### config.mk
export PLATFORM = sky130hd
export DESIGN_NAME = pipe_e_reg_ctrl_flat
export DESIGN_NICKNAME = d
export VERILOG_FILES = /design/src/rtl/pipe_e_reg_ctrl_pkg.sv /design/src/rtl/pipe_e_reg_ctrl_if.sv /design/src/rtl/pipe_hazard_ctrl.sv /design/src/rtl/pipe_e_reg_ctrl.sv /design/src/flat_wrapper.sv
export SDC_FILE = /design/constraint.sdc
export NUM_CORES = 1
export LEC_CHECK = 0
export CAP_MARGIN = 15
export CORE_AREA = 2 2 191 193
export CTS_BUF_LIST = sky130_fd_sc_hd__clkbuf_4
export DETAILED_ROUTE_END_ITERATION = 7
export DIE_AREA = 0 0 193 195
export HOLD_SLACK_MARGIN = 0.1
export MAX_ROUTING_LAYER = met4
export PLACE_DENSITY = 0.63
export REMOVE_ABC_BUFFERS = 1
export SYNTH_ARGS = -nofsm -noshare
export SYNTH_HDL_FRONTEND = slang
export SYNTH_SLANG_ARGS = --single-unit
### constraint.sdc
create_clock -name clk -period 2.7 [get_ports clk]
set_input_delay 0.675 -clock clk [delete_from_list [all_inputs] [get_ports clk]]
set_output_delay 0.675 -clock clk [all_outputs]
set_load 0.01 [all_outputs]
### src/rtl/pipe_e_reg_ctrl_pkg.sv
// Shared constants and types for the Y86-64 decode->execute pipeline register.
// Holds status codes, icodes, the "no register" id, the E-stage payload struct,
// and helpers used by the E register and the hazard decode.
package pipe_e_reg_ctrl_pkg;

    localparam int unsigned STAT_W  = 3;
    localparam int unsigned ICODE_W = 4;
    localparam int unsigned REG_W   = 4;
    localparam int unsigned VAL_W   = 64;

    // Status codes
    localparam logic [STAT_W-1:0] SBUB = 3'd0;
    localparam logic [STAT_W-1:0] SAOK = 3'd1;
    localparam logic [STAT_W-1:0] SHLT = 3'd2;
    localparam logic [STAT_W-1:0] SADR = 3'd3;
    localparam logic [STAT_W-1:0] SINS = 3'd4;

    // Instruction codes
    localparam logic [ICODE_W-1:0] I_NOP    = 4'h1;
    localparam logic [ICODE_W-1:0] I_MRMOVQ = 4'h5;
    localparam logic [ICODE_W-1:0] I_OPQ    = 4'h6;
    localparam logic [ICODE_W-1:0] I_JXX    = 4'h7;
    localparam logic [ICODE_W-1:0] I_RET    = 4'h9;
    localparam logic [ICODE_W-1:0] I_POPQ   = 4'hB;

    localparam logic [REG_W-1:0] REG_NONE = 4'hF;

    // Decode->execute payload
    typedef struct packed {
        logic [STAT_W-1:0]  stat;
        logic [ICODE_W-1:0] icode;
        logic [ICODE_W-1:0] ifun;
        logic [VAL_W-1:0]   val_c;
        logic [VAL_W-1:0]   val_a;
        logic [VAL_W-1:0]   val_b;
        logic [REG_W-1:0]   dst_e;
        logic [REG_W-1:0]   dst_m;
        logic [REG_W-1:0]   src_a;
        logic [REG_W-1:0]   src_b;
    } e_fields_t;

    // Contents loaded into E for a bubble (and at reset)
    function automatic e_fields_t bubble_fields(logic [REG_W-1:0] rnone,
                                                logic [ICODE_W-1:0] nop_icode);
        e_fields_t f;
        f.stat  = SBUB;
        f.icode = nop_icode;
        f.ifun  = '0;
        f.val_c = '0;
        f.val_a = '0;
        f.val_b = '0;
        f.dst_e = rnone;
        f.dst_m = rnone;
        f.src_a = rnone;
        f.src_b = rnone;
        return f;
    endfunction

    // Exceptional status downstream blocks condition-code updates
    function automatic logic stat_is_exc(logic [STAT_W-1:0] s);
        return (s == SHLT) || (s == SADR) || (s == SINS);
    endfunction

endpackage

### src/rtl/pipe_e_reg_ctrl_if.sv
// Bundle of decode-side inputs, downstream status inputs and E-stage / control
// outputs of the decode->execute register.
//   master: drives D/d fields, e_cnd, M_icode, m_stat, W_stat; observes E_* and controls
//   slave : the E register block
interface pipe_e_reg_ctrl_if #(
    parameter int unsigned CNT_W = 32
);
    logic [2:0]       D_stat;
    logic [3:0]       D_icode;
    logic [3:0]       D_ifun;
    logic [63:0]      d_valC;
    logic [63:0]      d_valA;
    logic [63:0]      d_valB;
    logic [3:0]       d_dstE;
    logic [3:0]       d_dstM;
    logic [3:0]       d_srcA;
    logic [3:0]       d_srcB;
    logic             e_cnd;
    logic [3:0]       M_icode;
    logic [2:0]       m_stat;
    logic [2:0]       W_stat;

    logic [2:0]       E_stat;
    logic [3:0]       E_icode;
    logic [3:0]       E_ifun;
    logic [63:0]      E_valC;
    logic [63:0]      E_valA;
    logic [63:0]      E_valB;
    logic [3:0]       E_dstE;
    logic [3:0]       E_dstM;
    logic [3:0]       E_srcA;
    logic [3:0]       E_srcB;
    logic             F_stall;
    logic             D_stall;
    logic             D_bubble;
    logic             cc_en;
    logic [CNT_W-1:0] bubble_cnt;

    modport master (
        output D_stat, D_icode, D_ifun, d_valC, d_valA, d_valB,
               d_dstE, d_dstM, d_srcA, d_srcB, e_cnd, M_icode, m_stat, W_stat,
        input  E_stat, E_icode, E_ifun, E_valC, E_valA, E_valB,
               E_dstE, E_dstM, E_srcA, E_srcB,
               F_stall, D_stall, D_bubble, cc_en, bubble_cnt
    );

    modport slave (
        input  D_stat, D_icode, D_ifun, d_valC, d_valA, d_valB,
               d_dstE, d_dstM, d_srcA, d_srcB, e_cnd, M_icode, m_stat, W_stat,
        output E_stat, E_icode, E_ifun, E_valC, E_valA, E_valB,
               E_dstE, E_dstM, E_srcA, E_srcB,
               F_stall, D_stall, D_bubble, cc_en, bubble_cnt
    );

endinterface

### src/rtl/pipe_hazard_ctrl.sv
// Combinational hazard decode for the decode->execute boundary.
// Inputs : D_icode, current E icode/dstM, d_srcA/d_srcB, e_cnd, M_icode, m_stat, W_stat
// Outputs: e_bubble, f_stall, d_stall, d_bubble, cc_en (all combinational)
module pipe_hazard_ctrl
    import pipe_e_reg_ctrl_pkg::*;
#(
    parameter logic [3:0] RNONE = REG_NONE
) (
    input  logic [3:0] d_icode,
    input  logic [3:0] e_icode,
    input  logic [3:0] e_dst_m,
    input  logic [3:0] d_src_a,
    input  logic [3:0] d_src_b,
    input  logic       e_cnd,
    input  logic [3:0] m_icode,
    input  logic [2:0] m_stat,
    input  logic [2:0] w_stat,
    output logic       e_bubble,
    output logic       f_stall,
    output logic       d_stall,
    output logic       d_bubble,
    output logic       cc_en
);

    logic load_use;
    logic mispredict;
    logic ret_pending;

    // Hazard detection
    always_comb begin
        load_use    = 1'b0;
        mispredict  = 1'b0;
        ret_pending = 1'b0;

        if (((e_icode == I_MRMOVQ) || (e_icode == I_POPQ)) &&
            (e_dst_m != RNONE) &&
            ((e_dst_m == d_src_a) || (e_dst_m == d_src_b))) begin
            load_use = 1'b1;
        end

        mispredict  = (e_icode == I_JXX) && !e_cnd;
        ret_pending = (d_icode == I_RET) || (e_icode == I_RET) || (m_icode == I_RET);
    end

    // Pipeline control; load/use stalls D rather than bubbling it
    always_comb begin
        e_bubble = 1'b0;
        f_stall  = 1'b0;
        d_stall  = 1'b0;
        d_bubble = 1'b0;
        cc_en    = 1'b0;

        e_bubble = load_use || mispredict;
        f_stall  = load_use || ret_pending;
        d_stall  = load_use;
        d_bubble = mispredict || (ret_pending && !load_use);
        cc_en    = (e_icode == I_OPQ) && !stat_is_exc(m_stat) && !stat_is_exc(w_stat);
    end

endmodule

### src/rtl/pipe_e_reg_ctrl.sv
// Decode->execute pipeline register with hazard control and a saturating
// E-bubble counter.
// Ports: clk, rst_n (synchronous, active-low), bus (slave modport carrying the
// D/d inputs, downstream status, E_* outputs, stall/bubble controls, cc_en and
// bubble_cnt).
module pipe_e_reg_ctrl
    import pipe_e_reg_ctrl_pkg::*;
#(
    parameter int unsigned CNT_W     = 32,
    parameter logic [3:0]  RNONE     = REG_NONE,
    parameter logic [3:0]  NOP_ICODE = I_NOP
) (
    input  logic                     clk,
    input  logic                     rst_n,
    pipe_e_reg_ctrl_if.slave         bus
);

    localparam logic [CNT_W-1:0] CNT_MAX = {CNT_W{1'b1}};

    e_fields_t        e_q;
    e_fields_t        d_fields;
    e_fields_t        bub_fields;
    logic [CNT_W-1:0] cnt_q;
    logic             e_bubble;

    assign bub_fields = bubble_fields(RNONE, NOP_ICODE);

    // Gather decode-stage fields into the payload
    always_comb begin
        d_fields       = '0;
        d_fields.stat  = bus.D_stat;
        d_fields.icode = bus.D_icode;
        d_fields.ifun  = bus.D_ifun;
        d_fields.val_c = bus.d_valC;
        d_fields.val_a = bus.d_valA;
        d_fields.val_b = bus.d_valB;
        d_fields.dst_e = bus.d_dstE;
        d_fields.dst_m = bus.d_dstM;
        d_fields.src_a = bus.d_srcA;
        d_fields.src_b = bus.d_srcB;
    end

    pipe_hazard_ctrl #(
        .RNONE (RNONE)
    ) u_hazard (
        .d_icode  (bus.D_icode),
        .e_icode  (e_q.icode),
        .e_dst_m  (e_q.dst_m),
        .d_src_a  (bus.d_srcA),
        .d_src_b  (bus.d_srcB),
        .e_cnd    (bus.e_cnd),
        .m_icode  (bus.M_icode),
        .m_stat   (bus.m_stat),
        .w_stat   (bus.W_stat),
        .e_bubble (e_bubble),
        .f_stall  (bus.F_stall),
        .d_stall  (bus.D_stall),
        .d_bubble (bus.D_bubble),
        .cc_en    (bus.cc_en)
    );

    // E register never stalls: it either loads D or a bubble
    always_ff @(posedge clk) begin
        if (!rst_n) begin
            e_q   <= bub_fields;
            cnt_q <= '0;
        end else begin
            e_q <= e_bubble ? bub_fields : d_fields;
            if (e_bubble && (cnt_q != CNT_MAX)) begin
                cnt_q <= cnt_q + CNT_W'(1);
            end
        end
    end

    assign bus.E_stat     = e_q.stat;
    assign bus.E_icode    = e_q.icode;
    assign bus.E_ifun     = e_q.ifun;
    assign bus.E_valC     = e_q.val_c;
    assign bus.E_valA     = e_q.val_a;
    assign bus.E_valB     = e_q.val_b;
    assign bus.E_dstE     = e_q.dst_e;
    assign bus.E_dstM     = e_q.dst_m;
    assign bus.E_srcA     = e_q.src_a;
    assign bus.E_srcB     = e_q.src_b;
    assign bus.bubble_cnt = cnt_q;

endmodule

### src/flat_wrapper.sv
// flat-port wrapper written by rule: the top's interface ports become plain ports
module pipe_e_reg_ctrl_flat import pipe_e_reg_ctrl_pkg::*;
#(
    parameter int unsigned CNT_W     = 32,
    parameter logic [3:0]  RNONE     = REG_NONE,
    parameter logic [3:0]  NOP_ICODE = I_NOP
)
  (clk, rst_n, bus_D_stat, bus_D_icode, bus_D_ifun, bus_d_valC, bus_d_valA, bus_d_valB, bus_d_dstE, bus_d_dstM, bus_d_srcA, bus_d_srcB, bus_e_cnd, bus_M_icode, bus_m_stat, bus_W_stat, bus_E_stat, bus_E_icode, bus_E_ifun, bus_E_valC, bus_E_valA, bus_E_valB, bus_E_dstE, bus_E_dstM, bus_E_srcA, bus_E_srcB, bus_F_stall, bus_D_stall, bus_D_bubble, bus_cc_en, bus_bubble_cnt);
  pipe_e_reg_ctrl_if #(.CNT_W(CNT_W)) bus_i ();
  input  logic clk;
  input  logic rst_n;
  input wire logic [$bits(bus_i.D_stat)-1:0] bus_D_stat;
  input wire logic [$bits(bus_i.D_icode)-1:0] bus_D_icode;
  input wire logic [$bits(bus_i.D_ifun)-1:0] bus_D_ifun;
  input wire logic [$bits(bus_i.d_valC)-1:0] bus_d_valC;
  input wire logic [$bits(bus_i.d_valA)-1:0] bus_d_valA;
  input wire logic [$bits(bus_i.d_valB)-1:0] bus_d_valB;
  input wire logic [$bits(bus_i.d_dstE)-1:0] bus_d_dstE;
  input wire logic [$bits(bus_i.d_dstM)-1:0] bus_d_dstM;
  input wire logic [$bits(bus_i.d_srcA)-1:0] bus_d_srcA;
  input wire logic [$bits(bus_i.d_srcB)-1:0] bus_d_srcB;
  input wire logic [$bits(bus_i.e_cnd)-1:0] bus_e_cnd;
  input wire logic [$bits(bus_i.M_icode)-1:0] bus_M_icode;
  input wire logic [$bits(bus_i.m_stat)-1:0] bus_m_stat;
  input wire logic [$bits(bus_i.W_stat)-1:0] bus_W_stat;
  output wire logic [$bits(bus_i.E_stat)-1:0] bus_E_stat;
  output wire logic [$bits(bus_i.E_icode)-1:0] bus_E_icode;
  output wire logic [$bits(bus_i.E_ifun)-1:0] bus_E_ifun;
  output wire logic [$bits(bus_i.E_valC)-1:0] bus_E_valC;
  output wire logic [$bits(bus_i.E_valA)-1:0] bus_E_valA;
  output wire logic [$bits(bus_i.E_valB)-1:0] bus_E_valB;
  output wire logic [$bits(bus_i.E_dstE)-1:0] bus_E_dstE;
  output wire logic [$bits(bus_i.E_dstM)-1:0] bus_E_dstM;
  output wire logic [$bits(bus_i.E_srcA)-1:0] bus_E_srcA;
  output wire logic [$bits(bus_i.E_srcB)-1:0] bus_E_srcB;
  output wire logic [$bits(bus_i.F_stall)-1:0] bus_F_stall;
  output wire logic [$bits(bus_i.D_stall)-1:0] bus_D_stall;
  output wire logic [$bits(bus_i.D_bubble)-1:0] bus_D_bubble;
  output wire logic [$bits(bus_i.cc_en)-1:0] bus_cc_en;
  output wire logic [$bits(bus_i.bubble_cnt)-1:0] bus_bubble_cnt;
  assign bus_i.D_stat = bus_D_stat;
  assign bus_i.D_icode = bus_D_icode;
  assign bus_i.D_ifun = bus_D_ifun;
  assign bus_i.d_valC = bus_d_valC;
  assign bus_i.d_valA = bus_d_valA;
  assign bus_i.d_valB = bus_d_valB;
  assign bus_i.d_dstE = bus_d_dstE;
  assign bus_i.d_dstM = bus_d_dstM;
  assign bus_i.d_srcA = bus_d_srcA;
  assign bus_i.d_srcB = bus_d_srcB;
  assign bus_i.e_cnd = bus_e_cnd;
  assign bus_i.M_icode = bus_M_icode;
  assign bus_i.m_stat = bus_m_stat;
  assign bus_i.W_stat = bus_W_stat;
  assign bus_E_stat = bus_i.E_stat;
  assign bus_E_icode = bus_i.E_icode;
  assign bus_E_ifun = bus_i.E_ifun;
  assign bus_E_valC = bus_i.E_valC;
  assign bus_E_valA = bus_i.E_valA;
  assign bus_E_valB = bus_i.E_valB;
  assign bus_E_dstE = bus_i.E_dstE;
  assign bus_E_dstM = bus_i.E_dstM;
  assign bus_E_srcA = bus_i.E_srcA;
  assign bus_E_srcB = bus_i.E_srcB;
  assign bus_F_stall = bus_i.F_stall;
  assign bus_D_stall = bus_i.D_stall;
  assign bus_D_bubble = bus_i.D_bubble;
  assign bus_cc_en = bus_i.cc_en;
  assign bus_bubble_cnt = bus_i.bubble_cnt;
  pipe_e_reg_ctrl #(.CNT_W(CNT_W), .RNONE(RNONE), .NOP_ICODE(NOP_ICODE)) u_core (.clk(clk), .rst_n(rst_n), .bus(bus_i));
endmodule
After elaboration in Yosys (flattened, before gate mapping)
Cells that the tools add are included.
Widths: inputs -> output; s select.
- latch bits: 0
- logic and storage cells: 54
- output and inout port bits: 255
- flip-flop bits (word level): 251
- memories kept: 0
- input bits: 232
- bits in writable memories: 0
- bits in read-only memories: 0
- multiplexer cells: 1
- equal/unequal tests: 17
- div/mod/pow operators: 0
- reductions and logical operators: 23
- bitwise operators: 1
- shift operators: 0
- $add $sub $neg: 1
- $lt $le $gt $ge: 0
- multipliers: 0
- operator list (cell ; count):
    $add 32x1->32 const B ; 1
    $ne 32x32->1 const B ; 1
    $eq 4x4->1 const B ; 4
    $eq 3x2->1 const B ; 4
    $eq 4x3->1 const B ; 3
    $logic_or 1x1->1 ; 11
    $eq 4x4->1 ; 2
    $logic_and 1x1->1 ; 7
    $eq 3x3->1 const B ; 2
    $logic_not 1->1 ; 4
    $ne 4x4->1 const B ; 1
    $reduce_or 2->1 ; 1
    $mux 1 ; 1
    $not 1->1 ; 1

Depth between registers and ports, before layout
Gate-level depths: netlist of run 1.
- depth after elaboration: 8
- depth in mapped cells: 8
- mapped depth without buffers: 6

By module
Synthesis of run 1 repeated with hierarchy kept, for this count alone.
- cell total of the unflattened synthesis: 695
- area total of the unflattened synthesis: 7739.9 sq um
- modules (own cells, without submodules) (module ; cells an instance ; area each (sq um) ; instances):
    pipe_e_reg_ctrl ; 664 ; 7498.4 ; 1
    pipe_hazard_ctrl ; 31 ; 241.5 ; 1

Worst setup path after synthesis of run 1
No wires, ideal clock.
- kind: input port to flip-flop
- start: input bus_d_srcB[2]
- end: register u_core.cnt_q[16], in the netlist u_core.bus.bubble_cnt[16]
- required time: 2628 ps
- buffers on the path: 1
- cell stages on the path: 7
- library setup time: 72 ps
- setup slack: 563 ps
- arrival: 2066 ps
- cells stage by stage: xnor2_1 -> nand4_1 -> a21oi_4 -> nor2_1 -> clkbuf_1 -> nor4_1 -> mux2i_1
- word-level cells in the longest chain between the ends: 6
- RTL lines (item ; RTL line ; source):
    from (decl) ; flat_wrapper.sv:21 ; input wire logic [$bits(bus_i.d_srcB)-1:0] bus_d_srcB;
    $eq 4x4->1 ; pipe_hazard_ctrl.sv:37 ; ((e_dst_m == d_src_a) || (e_dst_m == d_src_b))) begin
    $logic_or 1x1->1 ; pipe_hazard_ctrl.sv:37 ;
    $logic_and 1x1->1 ; pipe_hazard_ctrl.sv:36 ; (e_dst_m != RNONE) &&
    $mux 1 ; pipe_hazard_ctrl.sv:35 ; if (((e_icode == I_MRMOVQ) || (e_icode == I_POPQ)) &&
    net bus_D_stall ; flat_wrapper.sv:37 ; output wire logic [$bits(bus_i.D_stall)-1:0] bus_D_stall;
    $logic_or 1x1->1 ; pipe_hazard_ctrl.sv:53 ; e_bubble = load_use || mispredict;
    $logic_and 1x1->1 ; pipe_e_reg_ctrl.sv:69 ; if (e_bubble && (cnt_q != CNT_MAX)) begin
    to (signal assigned) ; pipe_e_reg_ctrl.sv:70 ; cnt_q <= cnt_q + CNT_W'(1);
    to (decl) ; pipe_e_reg_ctrl.sv:23 ; logic [CNT_W-1:0] cnt_q;
The timed path passes the listed nets, and every way through them passes these cells.
A chain may end at the register's enable or synchronous reset.

Worst setup path in the final report of run 1
- start: input bus_d_srcB[3]
- end: output bus_F_stall
- word-level cells in the longest chain between the ends: 5
- RTL lines (item ; RTL line ; source):
    $eq 4x4->1 ; pipe_hazard_ctrl.sv:37 ;
    $logic_or 1x1->1 ; pipe_hazard_ctrl.sv:37 ;
    $logic_and 1x1->1 ; pipe_hazard_ctrl.sv:36 ;
    $mux 1 ; pipe_hazard_ctrl.sv:35 ;
    $logic_or 1x1->1 ; pipe_hazard_ctrl.sv:54 ; f_stall = load_use || ret_pending;
    to (decl) ; flat_wrapper.sv:36 ; output wire logic [$bits(bus_i.F_stall)-1:0] bus_F_stall;
No other way between the ends.

==> out/metrics.cfg, run 1 <==
[floorplanning]
boundaryPins = 487
die_outline_height_um = 195
start_util_pct = 22.2
die-area_um2 = 37600
core_ar_um2 = 35400
row_count = 69
die_width_um = 193

[pwr]
p_int_uw = 6550
totalPowerFinal_uw = 8570
clock_power_share_pct = 40.5
swShare_pct = 23.6
power-per-cell-area_nw_per_um2 = 592
netSwitchingPower_uw = 2020
combinationalPowerShare_pct = 13.3
leakagePower_uw = 0.00559
p_seq_share_pct = 46.2
irDropWorstVdd_mv = 0.396

[route]
post_drt_via_cell_ratio = 3.99
drcViolationCount = 0
route.vias.total = 7066
ant_nets = 0
route.met3.wl_mm = 3.09
wl_per_cell_um = 16.2
met2_wl_post_dr_mm = 14.1
route.top_layer_used = met4
detailedRoute.firstIterationViolations = 223
m1WireLength_mm = 11.0
detailedRoute.firstPassIterationCount = 4
detailed_route_wire_length_mm = 28.7

[sta]
final_max_tran_viols = 0
fin_crit_ps = 2740
min_period_over_period_pct = 102
finalSetupViolations = 2
grt_setup_unrepaired = true
max_slew_margin_pct = 53.6
worst_pin_slew_ps = 694
hold_slack_ps = 301
fin_worst_skew_ps = 50.1
finalWorstSetupSlack_ps = -43.8
finalHoldViolCount = 0
achievable-frequency_ghz = 0.364

[clocking]
cts_made_buffers = 70
cts_max_level = 3
numClockSinks = 251
worstSkewPairLatency_ps = 710
cts_tree = done
clock-root-buffer = sky130_fd_sc_hd__clkbuf_4
max-clock-path-buffers = 3
clock_transition_at_path_regs_ps = 60
postCtsHoldBufs = 0

[yosys]
synth_cells = 703
synth_cell_area_um2 = 7860
netlist_top_cells_area = sky130_fd_sc_hd__dfxtp_1 64%, sky130_fd_sc_hd__and2_1 16%, sky130_fd_sc_hd__nand2b_1 2.2%
synth.lib_cells_used.distinct = 46
synth_warnings = 0
postSynth.topFlopCell = sky130_fd_sc_hd__dfxtp_1
ys_ff_latch = 251
largest_area_contributor_in_the_synthesized_netlist = sky130_fd_sc_hd__dfxtp_1
seq_area_frac_synth_pct = 63.9
synth_area_per_cell_um2 = 11.2
share_of_synthesized_flip_flops_with_an_asynchronous_set_or_reset_pct = 0
number_of_synthesized_flops_with_an_enable_pin = 0
post-synth-top-area-fraction_pct = 63.9

[hold_path]
worstHoldPathCells = 2
path_category_of_the_worst_min_delay_check = input port to flop
hold_start = bus_d_srcB[0]
worst_hold_path.endpoint = u_core.bus.E_srcB[0]$_SDFF_PP1_

[critical_path]
timing.critical_path.fanout_max = 3
cell_repeated_most_along_the_worst_path = sky130_fd_sc_hd__buf_6
setup.reg_to_reg.worst_slack_ps = 200
critical_path.slowest_cell = sky130_fd_sc_hd__clkdlybuf4s50_1
r2r-end = u_core.bus.bubble_cnt[15]$_SDFFE_PN0P_
worst-setup-path-type = input port to primary output
startpoint_type = input port
r2r.worst_path.cells = 10
worstPathRequired_ps = 2030
end_kind = primary output
cp_cell_sequence = clkdlybuf4s50_1 -> xnor2_1 -> nand4_1 -> a21oi_4 -> buf_6 -> nand2b_4 -> buf_6
cpPeakStageDelay_ps = 490
critPathArrivalTime_ps = 2070
crit-reg2reg-launch = u_core.bus.E_icode[1]$_SDFF_PP0_

[grt]
first_global_vias = 7418
grt_start_max_net_pins = 38
grt-ovfl-total = 0
groute.usage.overall_pct = 15.5
grt_antenna_before_repair = 2
first_pass_grt_wire_length_mm = 42.0

[finish]
layout.nets = 1497
layout_common_cells = 479 x sky130_fd_sc_hd__clkdlybuf4s50_1, 243 x sky130_fd_sc_hd__dfxtp_1, 203 x sky130_fd_sc_hd__and2_1, 101 x sky130_fd_sc_hd__clkbuf_4, 32 x sky130_fd_sc_hd__nand2_1
layout.cells.most_common = sky130_fd_sc_hd__clkdlybuf4s50_1
final_util_pct = 40.9
fillers = 3431
final_cells = 1771
area_delta_synth_final_pct = 83.9
drive_above_1_share_pct = 13.5
final_cell_area_um2 = 14500

[outcome]
violated_checks = setup timing
status = complete, but fails checks

[place]
place_area_um2 = 13500
post-place-cells = 1650
detailedPlacementHpwl_mm = 22.0
gp_routability_congestion = 0.854
port_buffers = 486

[run]
drv_cap = 0

worst max-delay path, delay by kind of cell:
kind            cells  cell delay (ps)
simple gates        2              300
xor+xnor            1              120
compound gates      1              250
buf+inv             3              710
registers in the layout (all words and copies together) (netlist names):
name and count:
u_core.bus.E_valA 64, u_core.bus.E_valB 64, u_core.bus.E_valC 64, u_core.bus.bubble_cnt 32, u_core.bus.E_dstE 4, u_core.bus.E_dstM 4
u_core.bus.E_icode 4, u_core.bus.E_ifun 4, u_core.bus.E_srcA 4, u_core.bus.E_srcB 4, u_core.bus.E_stat 3
layer usage:
| layer | track usage (%) | vias to the layer above |
|---|---|---|
| li1 | - | 3460 |
| met1 | 16.2 | 3247 |
| met2 | 24.9 | 316 |
| met3 | 7.51 | 43 |
| met4 | 6.23 | 0 |
| met5 | - | - |
cells by family after synthesis:
| kind of cell | after synthesis | synth area share (%) |
|---|---|---|
| compound gates | 44 | 3.87 |
| simple gates | 347 | 27.3 |
| buf+inv | 37 | 1.94 |
| flops | 251 | 63.9 |
| fa+ha+maj | 1 | 0.159 |
| mux | 14 | 1.81 |
| xor+xnor | 9 | 1.00 |
cell usage after synthesis, types with 3 or more instances:
library cell               number
sky130_fd_sc_hd__a21oi_1       11
sky130_fd_sc_hd__and2_1       203
sky130_fd_sc_hd__nor4_1        12
sky130_fd_sc_hd__o21a_1         9
sky130_fd_sc_hd__or4_1          7
sky130_fd_sc_hd__nand3_1       11
sky130_fd_sc_hd__buf_2          4
sky130_fd_sc_hd__nand3b_1       3
sky130_fd_sc_hd__nor4b_2        3
sky130_fd_sc_hd__o21ai_1        3
sky130_fd_sc_hd__nand2b_1      28
sky130_fd_sc_hd__o31ai_1        7
sky130_fd_sc_hd__o31a_1         3
sky130_fd_sc_hd__and4_1         3
sky130_fd_sc_hd__nor4bb_1       3
sky130_fd_sc_hd__or3_1          5
sky130_fd_sc_hd__o21ai_0        5
sky130_fd_sc_hd__mux2i_1       12
sky130_fd_sc_hd__inv_1          3
sky130_fd_sc_hd__nand2_1       32
sky130_fd_sc_hd__xnor2_1        8
sky130_fd_sc_hd__dfxtp_1      251
sky130_fd_sc_hd__nor2_1         7
sky130_fd_sc_hd__and3_1         4
sky130_fd_sc_hd__nor3_1         6
sky130_fd_sc_hd__nand4_1       10
sky130_fd_sc_hd__clkbuf_1      28
power by group through the flow:
stage	Combinational, uW	Clock (uW)	Sequential, uW
floorplan	183	0	4140
global placement	1140	0	4030
detailed placement	1140	0	4040
CTS	1150	3640	3960
global route	1220	3830	3980
finish	1140	3470	3960
repair_timing:
| action | 4_1_cts | 5_1_grt |
|---|---|---|
| resized for setup | 23 | 11 |
| buffers inserted | 3 | 0 |
| setup endpoints to repair | 4 | 4 |
| pin swaps | 5 | 2 |
how the worst max path moves through the flow:
stage          depth (start not counted)                             start                          endpoint
5_1_grt                                6   u_core.bus.E_dstM[0]$_SDFF_PP1_                       bus_F_stall
3_3_place_gp                           6                     bus_d_srcB[2]                       bus_F_stall
4_1_cts                                6  u_core.bus.E_icode[2]$_SDFF_PP0_                       bus_F_stall
3_5_place_dp                           6                     bus_d_srcA[0]                       bus_F_stall
6_report                               7                     bus_d_srcB[3]                       bus_F_stall
2_1_floorplan                          5                     bus_d_srcB[3]  u_core.bus.E_icode[1]$_SDFF_PP0_
through the flow:
stage | setup TNS, ps | setup WS [ps]
2_1_floorplan | -624020 | -2860
5_1_grt | -371 | -139
4_1_cts | -250 | -104
6_report | -78.2 | -43.8
3_5_place_dp | -7560 | -463
3_3_place_gp | -5230 | -422
cell type report:
type	count	area, um^2	area share (%)
repair buffers	523	5220	36.1
flip-flops and latches	251	5040	34.8
multi-input cells	415	2740	18.9
clock buffers	101	758	5.24
well taps	461	577	3.99
clock inverters	15	116	0.805
inverters	3	11.3	0.0779
diodes	2	5.00	0.0346
Power figures use the tool's default switching activity.
==> run 2, diff against run 1 <==
==> constraint.sdc (replaced) <==
create_clock -name clk -period 2.7 [get_ports clk]
set_input_delay 0.405 -clock clk [delete_from_list [all_inputs] [get_ports clk]]
set_output_delay 0.405 -clock clk [all_outputs]
set_load 0.01 [all_outputs]
==> run 2 against run 1 <==
Effect of this change: clock skew shrank 19 ps; largest power group unchanged; register-to-register slack gained 160 ps; final area shrank 0.64%; routed wire length shrank 1.3%; global-route usage shrank 0.097 points; sequential power is essentially flat; die area is the same; via count shrank 0.85%; the flow now finishes without violations.
==> out/metrics.cfg, run 2 (same netlist as run 1, synthesis figures left out) <==
[outcome]
status = complete, no violations  ; was complete, but fails checks

[finish]
layout_common_cells = 483 x sky130_fd_sc_hd__clkdlybuf4s50_1, 244 x sky130_fd_sc_hd__dfxtp_1, 203 x sky130_fd_sc_hd__and2_1, 99 x sky130_fd_sc_hd__clkbuf_4, 32 x sky130_fd_sc_hd__nand2_1  ; was 479 x sky130_fd_sc_hd__clkdlybuf4s50_1, 243 x sky130_fd_sc_hd__dfxtp_1, 203 x sky130_fd_sc_hd__and2_1, 101 x sky130_fd_sc_hd__clkbuf_4, 32 x sky130_fd_sc_hd__nand2_1
final_cell_area_um2 = 14400  ; was 14500 um^2
layout.nets = 1483  ; was 1497
area_delta_synth_final_pct = 82.7  ; was 83.9%
drive_above_1_share_pct = 11.9  ; was 13.5%
final_util_pct = 40.6  ; was 40.9%
layout.cells.most_common = sky130_fd_sc_hd__clkdlybuf4s50_1  ; unchanged
fillers = 3452  ; was 3431

[critical_path]
startpoint_type = flop  ; was input port
r2r.worst_path.cells = 8  ; was 10
timing.critical_path.fanout_max = 5  ; was 3
end_kind = primary output  ; unchanged
worst-setup-path-type = flop to primary output  ; was input port to primary output
worstPathRequired_ps = 2300  ; was 2030 ps
critPathArrivalTime_ps = 2120  ; was 2070 ps

[place]
place_area_um2 = 13400  ; was 13500 um^2
detailedPlacementHpwl_mm = 21.7  ; was 22.0 mm
preCtsSetupSlack_ps = -122  ; was -463 ps
port_buffers = 486  ; unchanged
gp_routability_congestion = 0.855  ; was 0.854

[pwr]
totalPowerFinal_uw = 8760  ; was 8570 uW
irDropWorstVdd_mv = 0.368  ; was 0.396 mV
leakagePower_uw = 0.00550  ; was 0.00559 uW
power-per-cell-area_nw_per_um2 = 610  ; was 592 nW/um^2

[sta]
final_max_tran_viols = 0  ; unchanged
max_slew_margin_pct = 40.6  ; was 53.6%
finalWorstSetupSlack_ps = 178  ; was -43.8 ps
fin_crit_ps = 2520  ; was 2740 ps
worst_pin_slew_ps = 888  ; was 694 ps
grt_setup_unrepaired = false  ; was true
fin_worst_skew_ps = 31.5  ; was 50.1 ps
achievable-frequency_ghz = 0.397  ; was 0.364 GHz
finalHoldViolCount = 0  ; unchanged
finalSetupViolations = 0  ; was 2
min_period_over_period_pct = 93.4  ; was 102%
fin_setup_tns_ps = 0  ; was -78.2 ps

[clocking]
setup_bufs_post_cts = 0  ; was 3
cts_tree = done  ; unchanged
numClockSinks = 251  ; unchanged
postCtsHoldBufs = 0  ; unchanged
worstSkewPairLatency_ps = 720  ; was 710 ps
cts_max_level = 3  ; unchanged
clock_transition_at_path_regs_ps = 60  ; about the same
clock-root-buffer = sky130_fd_sc_hd__clkbuf_4  ; unchanged
cts_made_buffers = 73  ; was 70
max-clock-path-buffers = 3  ; unchanged

[grt]
first_global_vias = 7277  ; was 7418
grt_start_max_net_pins = 93  ; was 38
grt-ovfl-total = 0  ; unchanged
first_pass_grt_wire_length_mm = 41.9  ; was 42.0 mm
grt_antenna_before_repair = 4  ; was 2
groute.usage.overall_pct = 15.4  ; was 15.5%

[route]
post_drt_via_cell_ratio = 3.97  ; was 3.99
detailed_route_wire_length_mm = 28.3  ; was 28.7 mm
drcViolationCount = 0  ; unchanged
detailedRoute.firstPassIterationCount = 4  ; unchanged
wl_per_cell_um = 16.1  ; was 16.2 um
route.vias.total = 7006  ; was 7066
ant_nets = 0  ; unchanged
detailedRoute.firstIterationViolations = 241  ; was 223

[floorplanning]
core_ar_um2 = 35400  ; unchanged
die-area_um2 = 37600  ; unchanged
die_outline_height_um = 195  ; unchanged
row_count = 69  ; unchanged
boundaryPins = 487  ; unchanged
start_util_pct = 22.2  ; unchanged
die_width_um = 193  ; unchanged

[run]
drv_cap = 0  ; unchanged

[hold_path]
worstHoldPathCells = 2  ; unchanged
path_category_of_the_worst_min_delay_check = input port to flop  ; unchanged

run 2: changes by cell type in the layout (fill, tap and decap cells not counted), sizes merged:
cell,change
clkbuf,-1
bufinv,+2
clkdlybuf4s50,+4
diode,+2
clkinv,+10
dlymetal6s2s,-3
inv,-1
buf,-19
clkinvlp,-2
run 2: worst max-delay path, cell delays in order, from the launching register on:
cell and delay (ps):
sky130_fd_sc_hd__dfxtp_2 410, sky130_fd_sc_hd__nand3b_1 220, sky130_fd_sc_hd__nor4_1 220, sky130_fd_sc_hd__clkdlybuf4s50_1 580
run 2: through the flow:
stage / cells / hold WS, ps
5_1_grt: 1763 / 136
4_1_cts: 1759 / 105
6_report: 1763 / 239
3_5_place_dp: 1636 / 478
2_1_floorplan: 669 / 494
3_3_place_gp: 1636 / 474
run 2: final cells by class:
type	instances	area [um^2]	share of cell area, %
Antenna cell	4	10.0	0.0697
Clock buffer	99	743	5.17
Multi-Input combinational cell	415	2720	18.9
Clock inverter	24	206	1.44
Tap cell	461	577	4.01
Timing Repair Buffer	506	5070	35.3
Sequential cell	251	5040	35.0
Inverter	3	11.3	0.0784
run 2: report_power, final:
group,internal (uW),total [uW],leakage [uW],switching (uW)
Combinational,732,1110,0.00286,373
Clock,2080,3700,0.000554,1620
Sequential,3900,3960,0.00208,63.5
run 2: per-layer routing:
metal	track usage (%)	up-vias	part of all wire (%)
li1	-	3445	-
met1	16.2	3178	38
met2	24.3	334	48
met3	7.35	49	11
met4	6.99	0	2.6
met5	-	-	0
run 2: timing repair:
| action | CTS | global route |
|---|---|---|
| pin swaps | 3 | 4 |
| endpoints found under the setup margin | 4 | 2 |
| gates resized for setup | 12 | 7 |
run 2: path summary, 6_finish.rpt:
kind	start	endpoint	slack, ps
setup / recovery	u_core.bus.E_icode[1]$_SDFF_PP0_	bus_cc_en	180
hold / removal	bus_d_valA[39]	u_core.bus.E_valA[39]$_SDFF_PP0_	240
setup reg to reg	u_core.bus.E_icode[2]$_SDFF_PP0_	u_core.bus.bubble_cnt[12]$_SDFFE_PN0P_	360
hold reg to reg	u_core.bus.bubble_cnt[8]$_SDFFE_PN0P_	u_core.bus.bubble_cnt[8]$_SDFFE_PN0P_	480
